### src/rtl/alu_op_sequencer.sv
// Command-side issuer for the 16-bit functionSelector ALU: accepts ops, drives registered
// operands, captures the 17-bit result into an accumulator and returns it with sticky error.
module alu_op_sequencer (
    input  logic        clk,
    input  logic        rst_n,
    input  logic        cmd_valid_i,
    output logic        cmd_ready_o,
    input  logic [3:0]  cmd_op_i,
    input  logic [15:0] cmd_x_i,
    input  logic [15:0] cmd_y_i,
    input  logic        cmd_use_acc_i,
    output logic [15:0] alu_x_o,
    output logic [15:0] alu_y_o,
    output logic [2:0]  alu_op_o,
    input  logic [16:0] alu_out_i,
    input  logic        alu_err_i,
    output logic        res_valid_o,
    input  logic        res_ready_i,
    output logic [16:0] res_data_o,
    output logic        res_err_o,
    output logic        err_flag_o
);

    localparam int unsigned OPND_W = 16;
    localparam int unsigned RES_W  = 17;
    localparam int unsigned ALUOP_W = 3;
    localparam logic [3:0]  OP_CLEAR = 4'd8;

    typedef enum logic [1:0] {
        S_IDLE = 2'd0,
        S_EXEC = 2'd1,
        S_RESP = 2'd2
    } state_e;

    state_e               state_q, state_d;
    logic [OPND_W-1:0]    x_q, x_d;
    logic [OPND_W-1:0]    y_q, y_d;
    logic [ALUOP_W-1:0]   op_q, op_d;
    logic [RES_W-1:0]     acc_q, acc_d;
    logic                 err_q, err_d;
    logic                 res_err_q, res_err_d;
    logic                 res_valid_q, res_valid_d;
    logic                 ready_q, ready_d;

    logic accept_c;
    logic is_alu_c;
    logic is_clear_c;
    logic blocked_c;

    assign accept_c   = cmd_valid_i && ready_q;
    assign is_alu_c   = (cmd_op_i[3] == 1'b0);
    assign is_clear_c = (cmd_op_i == OP_CLEAR);
    // An accumulator-sourced op cannot trust acc while an overflow is outstanding
    assign blocked_c  = is_alu_c && err_q && cmd_use_acc_i;

    // Next-state and registered-output logic
    always_comb begin
        state_d     = state_q;
        x_d         = x_q;
        y_d         = y_q;
        op_d        = op_q;
        acc_d       = acc_q;
        err_d       = err_q;
        res_err_d   = res_err_q;
        res_valid_d = res_valid_q;
        ready_d     = ready_q;

        case (state_q)
            S_IDLE: begin
                ready_d = 1'b1;
                if (accept_c) begin
                    ready_d = 1'b0;
                    if (is_alu_c && !blocked_c) begin
                        x_d     = cmd_use_acc_i ? acc_q[OPND_W-1:0] : cmd_x_i;
                        y_d     = cmd_y_i;
                        op_d    = cmd_op_i[ALUOP_W-1:0];
                        state_d = S_EXEC;
                    end else if (is_clear_c) begin
                        acc_d       = '0;
                        err_d       = 1'b0;
                        res_err_d   = 1'b0;
                        res_valid_d = 1'b1;
                        state_d     = S_RESP;
                    end else begin
                        res_err_d   = 1'b1;
                        res_valid_d = 1'b1;
                        state_d     = S_RESP;
                    end
                end
            end
            S_EXEC: begin
                acc_d       = alu_out_i;
                res_err_d   = (op_q == ALUOP_W'(0)) && alu_err_i;
                if (res_err_d) begin
                    err_d = 1'b1;
                end
                res_valid_d = 1'b1;
                state_d     = S_RESP;
            end
            S_RESP: begin
                if (res_ready_i) begin
                    res_valid_d = 1'b0;
                    ready_d     = 1'b1;
                    state_d     = S_IDLE;
                end
            end
            default: begin
                state_d     = S_IDLE;
                res_valid_d = 1'b0;
                ready_d     = 1'b0;
            end
        endcase
    end

    // State and output registers, synchronous active-low reset
    always_ff @(posedge clk) begin
        if (!rst_n) begin
            state_q     <= S_IDLE;
            x_q         <= '0;
            y_q         <= '0;
            op_q        <= '0;
            acc_q       <= '0;
            err_q       <= 1'b0;
            res_err_q   <= 1'b0;
            res_valid_q <= 1'b0;
            ready_q     <= 1'b0;
        end else begin
            state_q     <= state_d;
            x_q         <= x_d;
            y_q         <= y_d;
            op_q        <= op_d;
            acc_q       <= acc_d;
            err_q       <= err_d;
            res_err_q   <= res_err_d;
            res_valid_q <= res_valid_d;
            ready_q     <= ready_d;
        end
    end

    assign cmd_ready_o = ready_q;
    assign alu_x_o     = x_q;
    assign alu_y_o     = y_q;
    assign alu_op_o    = op_q;
    assign res_valid_o = res_valid_q;
    assign res_data_o  = acc_q;
    assign res_err_o   = res_err_q;
    assign err_flag_o  = err_q;

endmodule

### config.mk
export PLATFORM = sky130hd
export DESIGN_NAME = alu_op_sequencer
export DESIGN_NICKNAME = d
export VERILOG_FILES = /design/src/rtl/alu_op_sequencer.sv
export SDC_FILE = /design/constraint.sdc
export NUM_CORES = 1
export LEC_CHECK = 0
export CAP_MARGIN = 10
export CELL_PAD_IN_SITES_DETAIL_PLACEMENT = 1
export CELL_PAD_IN_SITES_GLOBAL_PLACEMENT = 1
export CORE_ASPECT_RATIO = 1.25
export CORE_MARGIN = 5
export CORE_UTILIZATION = 30
export DETAILED_ROUTE_END_ITERATION = 8
export GPL_ROUTABILITY_DRIVEN = 0
export PLACE_DENSITY = 0.82
export SYNTH_ARGS = -nofsm -noshare
export SYNTH_HDL_FRONTEND = slang
export SYNTH_SLANG_ARGS = --single-unit
### constraint.sdc
create_clock -name clk -period 1.9 [get_ports clk]
set_input_delay 0.38 -clock clk [delete_from_list [all_inputs] [get_ports clk]]
set_output_delay 0.38 -clock clk [all_outputs]
set_load 0.05 [all_outputs]
==> results of run 1 <==
==> registers in the layout, indices dropped and copies added, names as in the netlist <==
name,count
err_flag_o,1
alu_x_o,16
alu_op_o,3
res_valid_o,1
cmd_ready_o,1
alu_y_o,16
res_data_o,17
state_q,2
res_err_o,1
==> area by class of cell <==
class	count	area [µm²]	area share
Clock buffer	14	173	0.0436
Sequential cell	58	1160	0.293
Timing Repair Buffer	130	1240	0.314
Clock inverter	2	10.0	0.00253
Inverter	2	7.51	0.00189
Tap cell	97	121	0.0306
Multi-Input combinational cell	184	1250	0.314
==> metrics by stage <==
step | instance area [µm²] | worst slack (ns) | hold slack (ns) | power (mW) | TNS (ns)
after floorplan | 2560 | 0.230 | 0.512 | 1.65 | 0
after global placement | 3750 | -0.0711 | 0.441 | 1.91 | -0.865
after detailed placement | 3750 | -0.141 | 0.451 | 1.92 | -1.89
after CTS | 3930 | 0.00252 | 0.407 | 2.99 | 0
after global routing | 3960 | 0.000383 | 0.433 | 3.07 | 0
final | 3960 | 0.0430 | 0.420 | 2.94 | 0
==> path summary, 6_finish.rpt <==
| check | startpoint | endpoint | slack [ns] | cells past startpoint |
|---|---|---|---|---|
| worst max-delay path | alu_y_o[10] | alu_y_o[10] | 0.04 | 1 |
| worst min-delay path | rst_n | alu_x_o[5] | 0.42 | 2 |
| worst max register to register | state_q[1] | res_err_o | 0.46 | 4 |
| worst min register to register | alu_y_o[1] | alu_y_o[1] | 0.46 | 2 |
==> layout by cell type, fill, tap and decap left out, types with 2 or more instances in the layout <==
cell type	n
o211ai_2	9
mux2i_1	32
clkinv_2	2
clkbuf_1	2
inv_1	2
a21oi_1	20
nand4_1	3
nand3_1	17
dlygate4sd2_1	2
dlymetal6s2s_1	12
clkdlybuf4s50_1	73
dfxtp_1	58
o211a_1	16
o21ai_0	8
clkbuf_8	12
nand2_1	54
buf_12	2
o211ai_1	9
buf_4	40
nor3_1	2
==> cell families after synthesis <==
kind of cell | synth area share
buf+inv | 0.0664
flops | 0.453
compound gates | 0.199
mux | 0.125
simple gates | 0.156
==> synth_stat cells (4+ instances only) <==
library cell | n | area (µm²)
a21oi_1 | 20 | 100
buf_2 | 10 | 50.1
buf_6 | 4 | 45.0
clkbuf_1 | 8 | 30.0
dfxtp_1 | 58 | 1160
mux2i_1 | 32 | 320
nand2_1 | 54 | 203
nand3_1 | 17 | 85.1
o211a_1 | 16 | 160
o211ai_1 | 9 | 67.6
o211ai_2 | 9 | 113
o21ai_0 | 8 | 40.0
==> power breakdown <==
group          internal (mW)  switching (mW)
Sequential              1.26          0.0355
Combinational          0.260           0.333
Clock                  0.577           0.470
Total                   2.10           0.838
==> routing by layer <==
| layer | up-vias | wire, µm | GRT usage |
|---|---|---|---|
| met5 | - | 0 | 0 |
| met4 | 0 | 300 | 0.0811 |
| met3 | 22 | 708 | 0.0612 |
| met2 | 84 | 4110 | 0.285 |
| met1 | 1160 | 3500 | 0.188 |
| li1 | 1195 | - | - |
==> what timing repair did <==
| action | in CTS | in global routing |
|---|---|---|
| hold endpoints to repair | 0 | 0 |
| gates cloned | 0 | 0 |
| resized for setup | 2 | 12 |
| setup endpoints to repair | 2 | 12 |
| pin swaps | 0 | 0 |
==> results.tsv, run 1 <==
stage	metric	value	unit
sta	Final Setup Violations	0	
cts	Root Driver	clkbuf_8	
run_status	status	finished, final reports clean	
setup_path	CP max FO	2	
final_layout	Final Util	0.478	
route	initial DRC count	76	
sta	Hold Fails Final Rpt	0	
die	core area	8290	µm²
grt	antenna violations before repair	0	
placement	I/O Buffers	114	
die	chip width	92.7	µm
route	# DRC	0	
route	Pre-antenna DRT Iters	4	
die	Vert. Die Dim	113	µm
synthesis	syn avg cell area	9.49	µm²
job	total of max-cap violations	0	
final_layout	area delta synth->final	54.6	%
grt	first-pass GRT wire length	13900	µm
grt	vias in the first global route	2723	
grt	Congestion Overflow GR	0	
route	total wire length	8620	µm
worst_hold_path	Hold Crit Class	in2reg	
sta	Slew HR	0.548	
placement	cell count after placement	471	
synthesis	Synth async-reset ratio	0	
final_layout	layout cells sized above 1	0.177	
cts	CTS Sinks	58	
synthesis	Mapped Nets	329	
sta	Max Fclk	0.539	GHz
die	Starting Density	0.309	
setup_path	critical path, cell by cell	clkdlybuf4s50_1	
cts	CTS tree	built	
sta	skew final	0.0101	ns
route	routed via count	2461	
grt	pin count of the biggest net entering global routing	29	
setup_path	Crit path required time	1.52	ns
synthesis	number of synthesized flops with an enable pin	0	
sta	Tightest Pin Transition	0.677	ns
synthesis	Synth Register Bits	58	
die	die area	10500	µm²
setup_path	Crit Path Category	reg2out	
setup_path	crit end category	primary output	
sta	RSZ-0062 raised after global routing	no	
setup_path	Worst Path Arrival	1.48	ns
synthesis	distinct cell type count after synthesis	31	
die	row count	37	
cts	CTS Hold Bufs	0	
setup_path	largest delay contributor family on the critical path	buffers and inverters	
power_and_ir_drop	leakage	1.88	nW
cts	Worst-Skew Late Latency	0.33	ns
synthesis	Most used DFF post-synth	dfxtp_1	
cts	CTS HTree Levels	3	
final_layout	diodes inserted	0	
final_layout	fill cell count	943	
cts	# Post-CTS Setup Buffers	0	
sta	Final Cycle Share	0.977	
route	routed len/inst	17.7	µm
synthesis	register area share after synthesis	0.453	
sta	Max Slew Vio Count	0	
setup_path	critical path's largest stage delay	0.82	ns
power_and_ir_drop	Power Dens Cells	742	nW/µm²
grt	GRT Overall Usage	0.169	
cts	clock tree buffer depth	2	
setup_path	Critical path buffers and inverters	1	
synthesis	cell count after synthesis	270	
setup_path	startpoint types	register	
placement	Final HPWL DP	6630	µm
route	DR vias/cell	5.05	
setup_path	slowest CP cell	clkdlybuf4s50_1	
sta	min Tclk post-route	1.86	ns
synthesis	yosys warns	0	
final_layout	final cell count without fillers	487	
route	Routed Antenna Nets	0	
die	# IOs	115	
final_layout	final net count	444	
cts	CTS buffer count	9	
power_and_ir_drop	Peak VDD IR	0.380	mV
synthesis	Mapped Area	2560	µm²
cts	register clock-pin slew on the reported worst setup and hold paths	0.06	ns
No activity file was read; power rests on OpenSTA's default activity.
==> inputs of run 2 (changes only) <==
SETUP_SLACK_MARGIN = 0.5   (was default)
==> run 2 against run 1 <==
Sequential cell count did not move. Total power rose by 7.9%. First-iteration DRC count rose by 26%. Routed wire length rose by 5.1%. Clock skew fell by 0.00075 ns. Utilization fell by 0.20 points. Design area fell by 0.41%. Clock power rose by 22%. Die area did not move. Largest cell class unchanged. Highest routed layer unchanged.
==> results.tsv, run 2 (synthesized netlist as in run 1, its figures left out) <==
stage	metric	value	unit
power_and_ir_drop	leakage	1.78	nW
power_and_ir_drop	combinational group share of total power	0.188	
grt	GRT Overall Usage	0.175	
route	routed via count	2497	
die	Vert. Die Dim	113	µm
sta	Max Slew Vio Count	0	
cts	CTS Sinks	58	
sta	final worst setup slack	0.526	ns
sta	Tightest Pin Transition	0.638	ns
die	Starting Density	0.309	
power_and_ir_drop	Seq pwr share	0.410	
setup_path	Crit Path Category	in2reg	
route	DR top layer	met4	
power_and_ir_drop	Peak VDD IR	0.356	mV
final_layout	layout cells sized above 1	0.282	
power_and_ir_drop	internal power	2.29	mW
cts	register clock-pin slew on the reported worst setup and hold paths	0.07	ns
die	row count	37	
run_status	status	finished, final reports clean	
sta	Slew HR	0.574	
sta	Hold Fails Final Rpt	0	
power_and_ir_drop	Power Dens Cells	804	nW/µm²
route	initial DRC count	96	
setup_path	crit end category	register	
cts	clock tree buffer depth	2	
power_and_ir_drop	switch share	0.278	
route	WL met1	3430	µm
route	DR vias/cell	5.10	
route	routed wl met3	804	µm
grt	antenna violations before repair	0	
setup_path	Crit path required time	2.10	ns
placement	I/O Buffers	114	
die	die area	10500	µm²
setup_path	startpoint types	input port	
sta	RSZ-0062 raised after global routing	yes	
route	DR WL met2	4580	µm
route	routed len/inst	18.5	µm
cts	Worst-Skew Late Latency	0.34	ns
setup_path	CP max FO	9	
grt	Congestion Overflow GR	0	
route	Pre-antenna DRT Iters	4	
cts	CTS tree	built	
job	total of max-cap violations	0	
sta	skew final	0.00930	ns
final_layout	area delta synth->final	54.0	%
die	core area	8290	µm²
power_and_ir_drop	Switching Power	883	µW
sta	Final Setup Violations	0	
cts	CTS buffer count	9	
die	# IOs	115	
final_layout	final net count	447	
worst_hold_path	Hold Crit Class	in2reg	
cts	CTS HTree Levels	3	
final_layout	diodes inserted	0	
placement	Final HPWL DP	6540	µm
grt	vias in the first global route	2767	
die	chip width	92.7	µm
placement	setup slack at placement	-0.102	ns
final_layout	highest-count cells in the layout ignoring fill and taps	nand2_1 (54), dfxtp_1 (54), clkdlybuf4s50_1 (51)	
power_and_ir_drop	Overall Power	3.17	mW
route	total wire length	9060	µm
final_layout	max reg flops	17	
grt	first-pass GRT wire length	14300	µm
sta	Final Cycle Share	0.723	
route	# DRC	0	
setup_path	Worst Path Arrival	1.57	ns
cts	Root Driver	clkbuf_8	
grt	pin count of the biggest net entering global routing	33	
power_and_ir_drop	Clock power frac	0.402	
route	Routed Antenna Nets	0	
sta	Max Fclk	0.728	GHz
sta	min Tclk post-route	1.37	ns
## run 2: critical path: stages
cell and delay (ns):
dlygate4sd2_1 0.31, or4b_4 0.62, o211ai_2 0.18, a21oi_1 0.08
## run 2: path summary, 6_finish.rpt
kind | from | endpoint | slack, ns | depth (start not counted)
max reg2reg | state_q[1] | alu_y_o[6] | 0.57 | 5
max | cmd_op_i[1] | res_data_o[13] | 0.53 | 4
min reg2reg | alu_y_o[4] | alu_y_o[4] | 0.46 | 2
min | cmd_op_i[2] | alu_op_o[2] | 0.40 | 3
## run 2: stage by stage
stage,hold slack [ns],setup TNS [ns],area (µm²),util,instances
2_1_floorplan,0.502,0,2580,-,270
3_3_place_gp,0.441,-0.642,3740,0.452,468
3_5_place_dp,0.453,-1.38,3740,0.452,468
4_1_cts,0.411,0,3910,0.471,488
5_1_grt,0.417,0,3950,0.476,490
6_report,0.398,0,3950,0.476,490
## run 2: power groups by stage
stage	sequential, mW	clock [mW]	combinational (mW)
after CTS	1.30	1.31	0.593
after global placement	1.32	0	0.586
final	1.30	1.28	0.597
after detailed placement	1.33	0	0.593
after global routing	1.31	1.37	0.633
after floorplan	1.47	0	0.182
## run 2: per-layer routing
metal	global-route usage	up-vias
li1	-	1204
met1	0.189	1182
met2	0.297	93
met3	0.0785	18
met4	0.0723	0
met5	0	-
## run 2: repair_timing
| action | in CTS | in global routing |
|---|---|---|
| gates cloned | 3 | 1 |
| hold buffers | 0 | 0 |
| resized for setup | 152 | 8 |
| endpoints found under the setup margin | 82 | 17 |
| setup buffers | 1 | 1 |
| pin swaps | 5 | 1 |
| hold endpoints to repair | 0 | 0 |
## run 2: cell type report
type	instances	area, µm²
clock buffer	11	141
sequential	58	1170
clock inverter	5	76.3
timing repair buffer	131	1150
inverter	2	7.51
multi-input combinational	186	1280
tap	97	121
fill	958	4340
==> inputs of run 3 (changes only) <==
clock period = 1.3 ns   (was 1.9 ns; I/O delays follow)
==> run 3 against run 2 <==
The flow now finishes with violations (negative setup slack). Routed wire length rose by 47%. Sequential share of layout area down 5.7 points. Sequential power grew 47%. Final cell count up 10%. Die area is the same. Utilization up 18 points. Critical endpoint is now alu_y_o[13].
==> results.tsv, run 3 (synthesized netlist as in run 1, its figures left out) <==
stage	metric	value	unit
run_status	status	complete, but fails checks	
run_status	failing checks	negative setup slack	
sta	skew final	0.00972	ns
placement	Final HPWL DP	7350	µm
setup_path	worst r2r dst	alu_y_o[13]	
route	# DRC	0	
route	routed len/inst	24.7	µm
die	row count	37	
worst_hold_path	Cells on Worst Hold Path	3	
placement	I/O Buffers	114	
sta	final worst setup slack	-0.219	ns
setup_path	most frequent CP cell	buf_6	
cts	register clock-pin slew on the reported worst setup and hold paths	0.07	ns
cts	CTS tree	built	
setup_path	worst r2r path cells	6	
grt	vias in the first global route	3191	
cts	Root Driver	clkbuf_8	
setup_path	reg-to-reg startpoint	state_q[1]	
sta	Final Cycle Share	1.17	
power_and_ir_drop	leakage	2.28	nW
setup_path	startpoint types	register	
setup_path	Crit Path Category	reg2reg	
worst_hold_path	Worst Min Path Start	rst_n	
die	core area	8290	µm²
final_layout	final net count	497	
final_layout	max reg flops	17	
die	# IOs	115	
power_and_ir_drop	Peak VDD IR	0.494	mV
sta	Max Slew Vio Count	0	
cts	CTS HTree Levels	3	
cts	clock tree buffer depth	2	
sta	RSZ-0062 raised after global routing	yes	
route	initial DRC count	150	
setup_path	Crit path required time	1.55	ns
route	Pre-antenna DRT Iters	4	
final_layout	highest-count cells in the layout ignoring fill and taps	buf_12 (61), nand2_1 (53), clkdlybuf4s50_1 (51)	
final_layout	area delta synth->final	112	%
worst_hold_path	Hold Crit Class	in2reg	
sta	min Tclk post-route	1.52	ns
die	Starting Density	0.309	
setup_path	critical path's largest stage delay	0.35	ns
sta	Slew HR	0.781	
sta	Post-Route Setup TNS	-6.80	ns
setup_path	slowest CP cell	dfxtp_4	
placement	cell count after placement	479	
grt	pin count of the biggest net entering global routing	31	
sta	Tightest Pin Transition	0.319	ns
sta	Final Setup Violations	51	
job	total of max-cap violations	0	
route	total wire length	13300	µm
route	Routed Antenna Nets	0	
worst_hold_path	WHS Endpoint	cmd_ready_o	
final_layout	commonest non-fill, non-tap cell in the layout	buf_12	
final_layout	diodes inserted	0	
cts	Worst-Skew Late Latency	0.35	ns
die	die area	10500	µm²
grt	first-pass GRT wire length	18200	µm
power_and_ir_drop	Power Dens Cells	910	nW/µm²
cts	CTS buffer count	9	
setup_path	critical path, cell by cell	nand3b_1 > buf_6 > nor3_4 > buf_6 > buf_12 > mux2i_1	
final_layout	layout cells sized above 1	0.538	
final_layout	final cell count without fillers	539	
die	chip width	92.7	µm
sta	Hold Fails Final Rpt	0	
grt	GRT Overall Usage	0.228	
route	routed via count	2901	
setup_path	Reg2Reg Setup Slack	-0.22	ns
grt	antenna violations before repair	0	
setup_path	Worst Path Arrival	1.77	ns
cts	CTS Sinks	58	
sta	Max Fclk	0.658	GHz
route	DR vias/cell	5.38	
grt	Congestion Overflow GR	0	
die	Vert. Die Dim	113	µm
setup_path	crit end category	register	
setup_path	CP max FO	5	
run 3: changes by cell type in the layout (fill, tap and decap cells not counted), moves of 8 or more:
cell | before | now
buf_12 | 4 | 61
buf_2 | 27 | 1
buf_6 | 4 | 14
dfxtp_1 | 54 | 0
dfxtp_2 | 2 | 32
dfxtp_4 | 2 | 26
nand3_1 | 17 | 9
nand3_2 | 0 | 8
run 3: through the flow:
stage / setup WS, ns / total power [mW] / utilization / hold WS [ns] / cell area (µm²)
2_1_floorplan: -0.0739 / 2.45 / - / 0.393 / 2710
3_3_place_gp: -0.505 / 3.03 / 0.550 / 0.462 / 4560
3_5_place_dp: -0.577 / 3.06 / 0.550 / 0.469 / 4560
4_1_cts: -0.0591 / 4.77 / 0.617 / 0.217 / 5110
5_1_grt: -0.285 / 5.12 / 0.655 / 0.269 / 5430
6_report: -0.219 / 4.93 / 0.655 / 0.280 / 5430
run 3: worst max-delay path by stage:
| stage | start | cells after the start | slack [ns] | end |
|---|---|---|---|---|
| after floorplan | cmd_op_i[2] | 5 | -0.07 | res_data_o[10] |
| after global placement | cmd_op_i[2] | 4 | -0.51 | res_data_o[16] |
| after detailed placement | cmd_op_i[2] | 4 | -0.58 | res_data_o[5] |
| after CTS | state_q[1] | 5 | -0.06 | alu_y_o[3] |
| after global routing | state_q[1] | 6 | -0.29 | alu_y_o[13] |
| final | state_q[1] | 6 | -0.22 | alu_y_o[13] |
run 3: cell type report:
type | instances | area, µm²
fillers | 831 | 2860
repair buffers | 179 | 2380
multi-input cells | 188 | 1420
flip-flops and latches | 58 | 1300
clock buffers | 9 | 124
well taps | 97 | 121
clock inverters | 6 | 67.6
inverters | 2 | 7.51
run 3: what timing repair did:
| action | 4_1_cts | 5_1_grt |
|---|---|---|
| pin swaps | 6 | 36 |
| gates cloned | 4 | 6 |
| resized for setup | 55 | 42 |
| endpoints found under the setup margin | 114 | 114 |
| hold buffers | 0 | 0 |
| setup buffers | 25 | 10 |
run 3: worst max-delay path, delay by kind of cell (launching register included):
| family | cells | cell delay [ns] |
|---|---|---|
| buf+inv | 3 | 0.44 |
| mux | 1 | 0.23 |
| simple gates | 2 | 0.40 |
| flops | 1 | 0.35 |
run 3: power by group:
part	internal (mW)	switching [mW]
Clock	0.882	0.829
Sequential	1.82	0.0879
Combinational	0.688	0.628
Total	3.39	1.54
run 3: per-layer routing:
| metal | routed length [µm] | up-vias | track usage |
|---|---|---|---|
| met5 | 0 | - | 0 |
| met4 | 415 | 0 | 0.0919 |
| met3 | 1080 | 30 | 0.0778 |
| met2 | 6980 | 135 | 0.417 |
| met1 | 4820 | 1425 | 0.237 |
| li1 | - | 1311 | - |
